$ cat config.mk
export PLATFORM = sky130hd
export DESIGN_NAME = load_store_unit
export DESIGN_NICKNAME = d
export VERILOG_FILES = /design/src/rtl/load_store_unit.sv
export SDC_FILE = /design/constraint.sdc
export NUM_CORES = 1
export LEC_CHECK = 0
export BUFFER_PORTS_ARGS = -buffer_cell sky130_fd_sc_hd__clkbuf_2
export CAP_MARGIN = 10
export CORE_UTILIZATION = 49
export DETAILED_ROUTE_END_ITERATION = 10
export GPL_TIMING_DRIVEN = 0
export PLACE_DENSITY_LB_ADDON = 0.1
export REMOVE_ABC_BUFFERS = 1
export SLEW_MARGIN = 0
export SYNTH_ARGS = -nofsm -noshare
export SYNTH_HDL_FRONTEND = slang
export SYNTH_SLANG_ARGS = --single-unit
$ cat constraint.sdc
create_clock -name clk -period 2.06 [get_ports clk]
set_clock_uncertainty 0.2 [all_clocks]
set_input_delay 0.412 -clock clk [delete_from_list [all_inputs] [get_ports clk]]
set_output_delay 0.412 -clock clk [all_outputs]
set_load 0.05 [all_outputs]
$ cat src/rtl/load_store_unit.sv
// Load/store unit: 3-state bus FSM with byte/half/word lane steering and load extension.
// Optional access timeout is enabled by defining LSU_TIMEOUT_EN.
module load_store_unit #(
  parameter int width          = 32,
  parameter int TIMEOUT_CYCLES = 255
) (
  input  logic             clk,
  input  logic             reset_n,
  input  logic             MemRead,
  input  logic             MemWrite,
  input  logic [2:0]       funct3,
  input  logic [width-1:0] ALUResult,
  input  logic [width-1:0] WriteData,
  output logic [width-1:0] ReadData,
  output logic             stall,
  output logic             misaligned,
  output logic             bus_error,
  output logic             mem_req,
  output logic             mem_we,
  output logic [width-1:0] mem_addr,
  output logic [width-1:0] mem_wdata,
  output logic [3:0]       mem_be,
  input  logic             mem_ready,
  input  logic [width-1:0] mem_rdata
);

  typedef enum logic [1:0] {IDLE, BUSY, DONE} state_t;

  state_t           state;
  logic [width-1:0] rdata_q;
  logic [2:0]       funct3_q;
  logic [1:0]       offset_q;

  logic access;
  logic size_word;
  logic size_half;
  logic misalign_now;

  // funct3[1] set means word; this folds the reserved encodings into word accesses
  assign access       = MemRead | MemWrite;
  assign size_word    = funct3[1];
  assign size_half    = (funct3[1:0] == 2'b01);
  assign misalign_now = (size_word && (ALUResult[1:0] != 2'b00)) || (size_half && ALUResult[0]);

  assign mem_req = (state == BUSY);
  assign stall   = (state == BUSY) || ((state == IDLE) && access && !misalign_now);

`ifdef LSU_TIMEOUT_EN
  localparam int CW = $clog2(TIMEOUT_CYCLES + 1);
  logic [CW-1:0] busy_count;
  logic          bus_error_q;
  assign bus_error = bus_error_q;
`else
  assign bus_error = 1'b0;
`endif

  always_ff @(posedge clk) begin
    if (!reset_n) begin
      state      <= IDLE;
      mem_we     <= 1'b0;
      mem_be     <= 4'b0000;
      mem_addr   <= '0;
      mem_wdata  <= '0;
      rdata_q    <= '0;
      funct3_q   <= 3'b000;
      offset_q   <= 2'b00;
      misaligned <= 1'b0;
`ifdef LSU_TIMEOUT_EN
      busy_count  <= '0;
      bus_error_q <= 1'b0;
`endif
    end else begin
      misaligned <= 1'b0;
`ifdef LSU_TIMEOUT_EN
      bus_error_q <= 1'b0;
`endif
      case (state)
        IDLE: begin
          if (access) begin
            if (misalign_now) begin
              misaligned <= 1'b1;
            end else begin
              state    <= BUSY;
              mem_addr <= {ALUResult[width-1:2], 2'b00};
              mem_we   <= MemWrite;
              funct3_q <= funct3;
              offset_q <= ALUResult[1:0];
              rdata_q  <= '0;
`ifdef LSU_TIMEOUT_EN
              busy_count <= '0;
`endif
              if (!MemWrite || size_word) begin
                mem_be    <= 4'b1111;
                mem_wdata <= WriteData;
              end else if (size_half) begin
                mem_be    <= ALUResult[1] ? 4'b1100 : 4'b0011;
                mem_wdata <= {(width/16){WriteData[15:0]}};
              end else begin
                mem_be    <= 4'b0001 << ALUResult[1:0];
                mem_wdata <= {(width/8){WriteData[7:0]}};
              end
            end
          end
        end
        BUSY: begin
          if (mem_ready) begin
            rdata_q <= mem_rdata;
            state   <= DONE;
          end
`ifdef LSU_TIMEOUT_EN
          else if (busy_count == CW'(TIMEOUT_CYCLES - 1)) begin
            bus_error_q <= 1'b1;
            state       <= DONE;
          end else begin
            busy_count <= busy_count + 1'b1;
          end
`endif
        end
        DONE:    state <= IDLE;
        default: state <= IDLE;
      endcase
    end
  end

  logic [7:0]       lane_byte;
  logic [15:0]      lane_half;
  logic [width-1:0] load_ext;

  // Extension uses the funct3 and low address bits captured when the access started
  always_comb begin
    lane_byte = rdata_q[{offset_q, 3'b000} +: 8];
    lane_half = offset_q[1] ? rdata_q[31:16] : rdata_q[15:0];
    case (funct3_q)
      3'b000:  load_ext = {{(width-8){lane_byte[7]}}, lane_byte};
      3'b001:  load_ext = {{(width-16){lane_half[15]}}, lane_half};
      3'b100:  load_ext = {{(width-8){1'b0}}, lane_byte};
      3'b101:  load_ext = {{(width-16){1'b0}}, lane_half};
      default: load_ext = rdata_q;
    endcase
    ReadData = ((state == DONE) && !mem_we) ? load_ext : '0;
  end

endmodule

== Word-level counts from Yosys, hierarchy flattened ==
Cells that the tools add are included.
W data, S select, Z words.
Storage, ports and cells
  register bits: 107
  word-level logic and storage cells: 58
Cells by class
  muxes and demuxes: 17
  reduce and logical (&&, ||, !) cells: 19
  eq/ne operators: 9
  bitwise gates (word level): 2
  shift-type cells: 2
Operators with widths (number)
  $mux W32: 6
  $pmux W32 S4: 1
  $pmux W32 S2: 1
  $shiftx A32 B6 Y8: 1
  $mux W16: 1
  $mux W4: 3
  $reduce_and A3 Y1: 3
  $eq A3 B3 Y1 const B: 2
  $mux W2: 3
  $logic_and A1 B1 Y1: 5
  $eq A2 B1 Y1 const B: 2
  $ne A2 B2 Y1 const B: 2
  $pmux W2 S2: 1
  $reduce_and A4 Y1: 1
  $reduce_bool A2 Y1: 2
  $shl A1 B2 Y4 const A: 1
  $eq A3 B1 Y1 const B: 1
  $logic_not A1 Y1: 3
  $logic_not A3 Y1: 1
  $logic_or A1 B1 Y1: 3
  $eq A2 B2 Y1 const B: 1
  $logic_not A2 Y1: 1
  $ne A2 B1 Y1 const B: 1
  $mux W1: 1
  other kinds (2): 2

== Depth between registers and ports, before layout ==
  depth after elaboration: 6
  mapped depth: 7
  mapped depth without buffers: 4

== Least setup slack after synthesis ==
No wires, ideal clock.
  kind: register to output
  start point: register mem_we
  end point: output port ReadData[7]
  arrival: 2.164 ns
  stages on the path, launching flop included: 4
  required time: 1.448 ns
  path slack: -0.716 ns
  path through: dfxtp_1 > nor3b_4 > o21ai_0 > a211oi_1
Between the ends
  word-level cells in the longest chain between the ends: 3
RTL lines
  start: declaration: line 19  | output logic mem_we,
  start signal: assignment: line 85  | mem_we <= MemWrite;
  $logic_not A1 Y1: line 140  | ReadData = ((state == DONE) && !mem_we) ? load_ext : '0;
  $logic_and A1 B1 Y1: line 140
  $mux W32: line 140
  end: declaration: line 14  | output logic [width-1:0] ReadData,
No other way between the ends.

== Final worst setup path ==
  start point: register offset_q[0]
  end point: output port ReadData[15]
Between the ends
  word-level cells in the longest chain between the ends: 3
RTL lines
  start: declaration: line 32  | logic [1:0] offset_q;
  start signal: assignment: line 87  | offset_q <= ALUResult[1:0];
  $shiftx A32 B6 Y8: line 131  | lane_byte = rdata_q[{offset_q, 3'b000} +: 8];
  $pmux W32 S4: line 133  | case (funct3_q)
  $mux W32: line 140
No other way between the ends.

==> flow_summary_export.csv <==
group,metric,value,unit
worst_setup_path,r2r-end,"rdata_q[31]$_SDFFE_PN0P_",
place,hpwl,10.00,mm
drt,drt_first_pass_iters,7,
global_route,grt_max_degree,65,
die,top_level_ports,209,
place,place_congestion,0.7793,
job,drv_cap,0,
sta,rsz0062_at_grt,"true",
drt,vias,5677,
worst_setup_path,cp_data_arrival_time,1.92,ns
clock_network,cts.clk_slew.worst_paths,0.11,ns
sta,tns,-12.15,ns
drt,postRouteAntennaNets,0,
finish,stdcell_area,0.007551,mm^2
worst_setup_path,critPathRequiredTime,1.45,ns
synthesis,async_flop_share,0,
clock_network,clockBufferDepth,2,
worst_setup_path,critical_path_class,"reg2out",
die,placementRows,37,
die,start_util,0.5066,
power_and_ir_drop,power_leakage,0.003267,uW
die,die_w,105.5,um
synthesis,synth_cell_types,38,
worst_hold_path,whs_path_depth,3,
sta,layout_setup_ws,-0.4734,ns
sta,setup_viol_count_final,32,
sta,clock.fmax,0.3947,GHz
global_route,grt-ovfl-total,0,
synthesis,ys.flop_type,"dfxtp_1",
die,fp.dieH,105.5,um
clock_network,htreeDepth,3,
finish,nNetsFinal,985,
worst_hold_path,hold_path_class,"in2reg",
finish,drive_gt1_frac,0.3815,
global_route,antenna_found_initial,0,
worst_setup_path,cp-start-kind,"flip-flop",
clock_network,numCtsBuffers,9,
synthesis,synth-edff-count,0,
clock_network,clock_latency,0.37,ns
finish,antenna_cells,0,
worst_setup_path,reg2regPathDepth,7,
synthesis,yosys_warnings,0,
finish,areaGrowthSynthToFinish,43.72,%
global_route,grt_pass1_wl,25.99,mm
power_and_ir_drop,peakVddDrop,548.6,uV
clock_network,cts-root-buf,"clkbuf_8",
place,placed_area,0.006279,mm^2
worst_setup_path,r2r_start,"state[0]$_SDFFE_PN0P_",
worst_hold_path,hold_start,"ALUResult[8]",
synthesis,syn_avg_cell_area,7.738,um^2
drt,wl_per_cell,17.00,um
worst_setup_path,critPathMaxFanout,5,
synthesis,yosysSeqAreaShare,0.4077,
sta,drv_slew,0,
clock_network,cts_tree,"yes",
power_and_ir_drop,power_density,674.8,mW/mm^2
drt,drc_errors,0,
clock_network,holdBufCountCts,0,
sta,min_period,2.533,ns
global_route,grt.total_usage,0.2906,
drt,routed_wl,17.37,mm
worst_setup_path,cp-end-kind,"primary output",
clock_network,numClockSinks,107,
synthesis,synth.cell_area,0.005254,mm^2
worst_setup_path,r2r_slack,0.16,ns
die,die-area,0.01114,mm^2
drt,via_per_inst,5.555,
sta,hold_violations,0,
worst_hold_path,min_to,"mem_addr[8]$_SDFFE_PN0P_",
global_route,grt_pass1_vias,5346,
synthesis,syn_inst,679,
sta,tightest_slew,0.6161,ns
drt,drt_first_iter_violations,303,
status,run_status,"finished with violations",
synthesis,synth_seq_cells,107,
die,core_area,0.01037,mm^2
sta,maxSlewHeadroom,0.5893,
status,failed_checks,"negative setup slack",
sta,period_share,1.230,
place,portBuffers,205,
==> report_power, final <==
group          switching (uW)  internal [uW]
logic                     961            447
clock network             767            618
registers                 101           2200
==> kinds of logic after synthesis <==
family | count (synthesis) | synth area share
AO/OA/AOI/OAI | 186 | 0.2389
buffers and inverters | 64 | 0.06692
flip-flops | 107 | 0.4077
multiplexers | 34 | 0.06645
other | 1 | 0.0007138
AND/OR/NAND/NOR | 287 | 0.2193
==> area by class of cell <==
type	instances	area [um^2]
Timing Repair inverter	1	5.005
Inverter	5	22.52
Tap cell	136	170.2
Clock buffer	11	141.4
Timing Repair Buffer	242	1790
Clock inverter	5	68.82
Fill cell	824	2819
Sequential cell	107	2167
Multi-Input combinational cell	515	3186
==> per-layer routing <==
| metal | up-vias | share of wire | global-route usage |
|---|---|---|---|
| met4 | 0 | 0.020 | 0.1002 |
| li1 | 2754 | - | - |
| met1 | 2661 | 0.39 | 0.3252 |
| met2 | 234 | 0.53 | 0.5324 |
| met3 | 28 | 0.068 | 0.07359 |
| met5 | - | 0 | 0 |
==> worst max path at each step <==
stage,endpoint,start
6_report,ReadData[15],offset_q[0]$_SDFFE_PN0P_
5_1_grt,ReadData[15],offset_q[0]$_SDFFE_PN0P_
4_1_cts,ReadData[27],offset_q[0]$_SDFFE_PN0P_
3_5_place_dp,ReadData[27],offset_q[1]$_SDFFE_PN0P_
3_3_place_gp,mem_wdata[30]$_SDFFE_PN0P_,state[1]$_SDFFE_PN0P_
2_1_floorplan,ReadData[7],state[1]$_SDFFE_PN0P_
==> sequential cells by signal, summed over array words and instances (netlist names) <==
name	flops
rdata_q	32
funct3_q	3
offset_q	2
mem_addr	30
misaligned	1
mem_wdata	32
mem_be	4
state	2
mem_we	1
==> layout by cell type (no fill, tap or decap), types with 3 or more instances in the layout <==
master,Yosys,layout
and2_4,1,3
mux2_2,7,7
conb_1,1,3
dfxtp_1,107,99
a22o_1,32,32
o2111a_2,0,3
a21oi_4,0,7
a21oi_1,58,50
nor2_1,34,33
buf_6,7,6
mux2i_1,27,25
o21ai_0,46,45
inv_1,4,3
nand2b_1,5,4
a211oi_1,15,12
a31oi_1,7,3
buf_12,0,5
o221a_2,7,3
a211oi_2,4,7
nor3_2,0,3
dfxtp_4,0,6
clkbuf_16,0,3
o211ai_1,8,8
buf_8,0,27
o221a_4,0,4
clkbuf_2,0,169
clkbuf_8,0,13
nand2_1,223,216
nor3_1,10,5
buf_4,10,24
nand2_2,0,6
==> Yosys cell counts, drive strengths merged (8+ instances only) <==
master  number  area, um^2
o21ai       47       239.0
a211oi      20       182.7
clkbuf      25       93.84
o211ai       8       60.06
nand2      223       837.1
buf         34       239.0
dfxtp      107        2142
nor2        36       140.1
mux2i       27       270.3
a21oi       58       290.3
nor3        10       50.05
a22o        32       280.3
==> metrics by stage <==
step | util | total power (uW) | hold WS (ns) | cells | worst slack (ns)
2_1_floorplan | - | 3148 | 0.2363 | 622 | -1.710
3_3_place_gp | 0.5906 | 3495 | 0.2418 | 963 | -2.312
3_5_place_dp | 0.6055 | 3550 | 0.2487 | 969 | -0.9432
4_1_cts | 0.6973 | 5028 | 0.03247 | 1012 | -0.3837
5_1_grt | 0.7282 | 5301 | 0.03198 | 1022 | -0.5352
6_report | 0.7282 | 5095 | 0.04061 | 1022 | -0.4734
==> worst max-delay path, stage by stage (launching register included) <==
cell and delay, ns:
dfxtp_4 0.42, mux2i_4 0.29, o22ai_4 0.13, buf_4 0.15
buf_6 0.10, a211oi_2 0.18, nor2_1 0.09, clkbuf_8 0.18
==> what timing repair did <==
action                                 in CTS  in global routing
buffers inserted                           23                  8
pin swaps                                  24                 17
resized for setup                         117                 69
cloned                                      4                  2
setup endpoints to repair                 134                 58
endpoints found under the hold margin       0                  0
No activity file was read; power rests on OpenSTA's default activity.
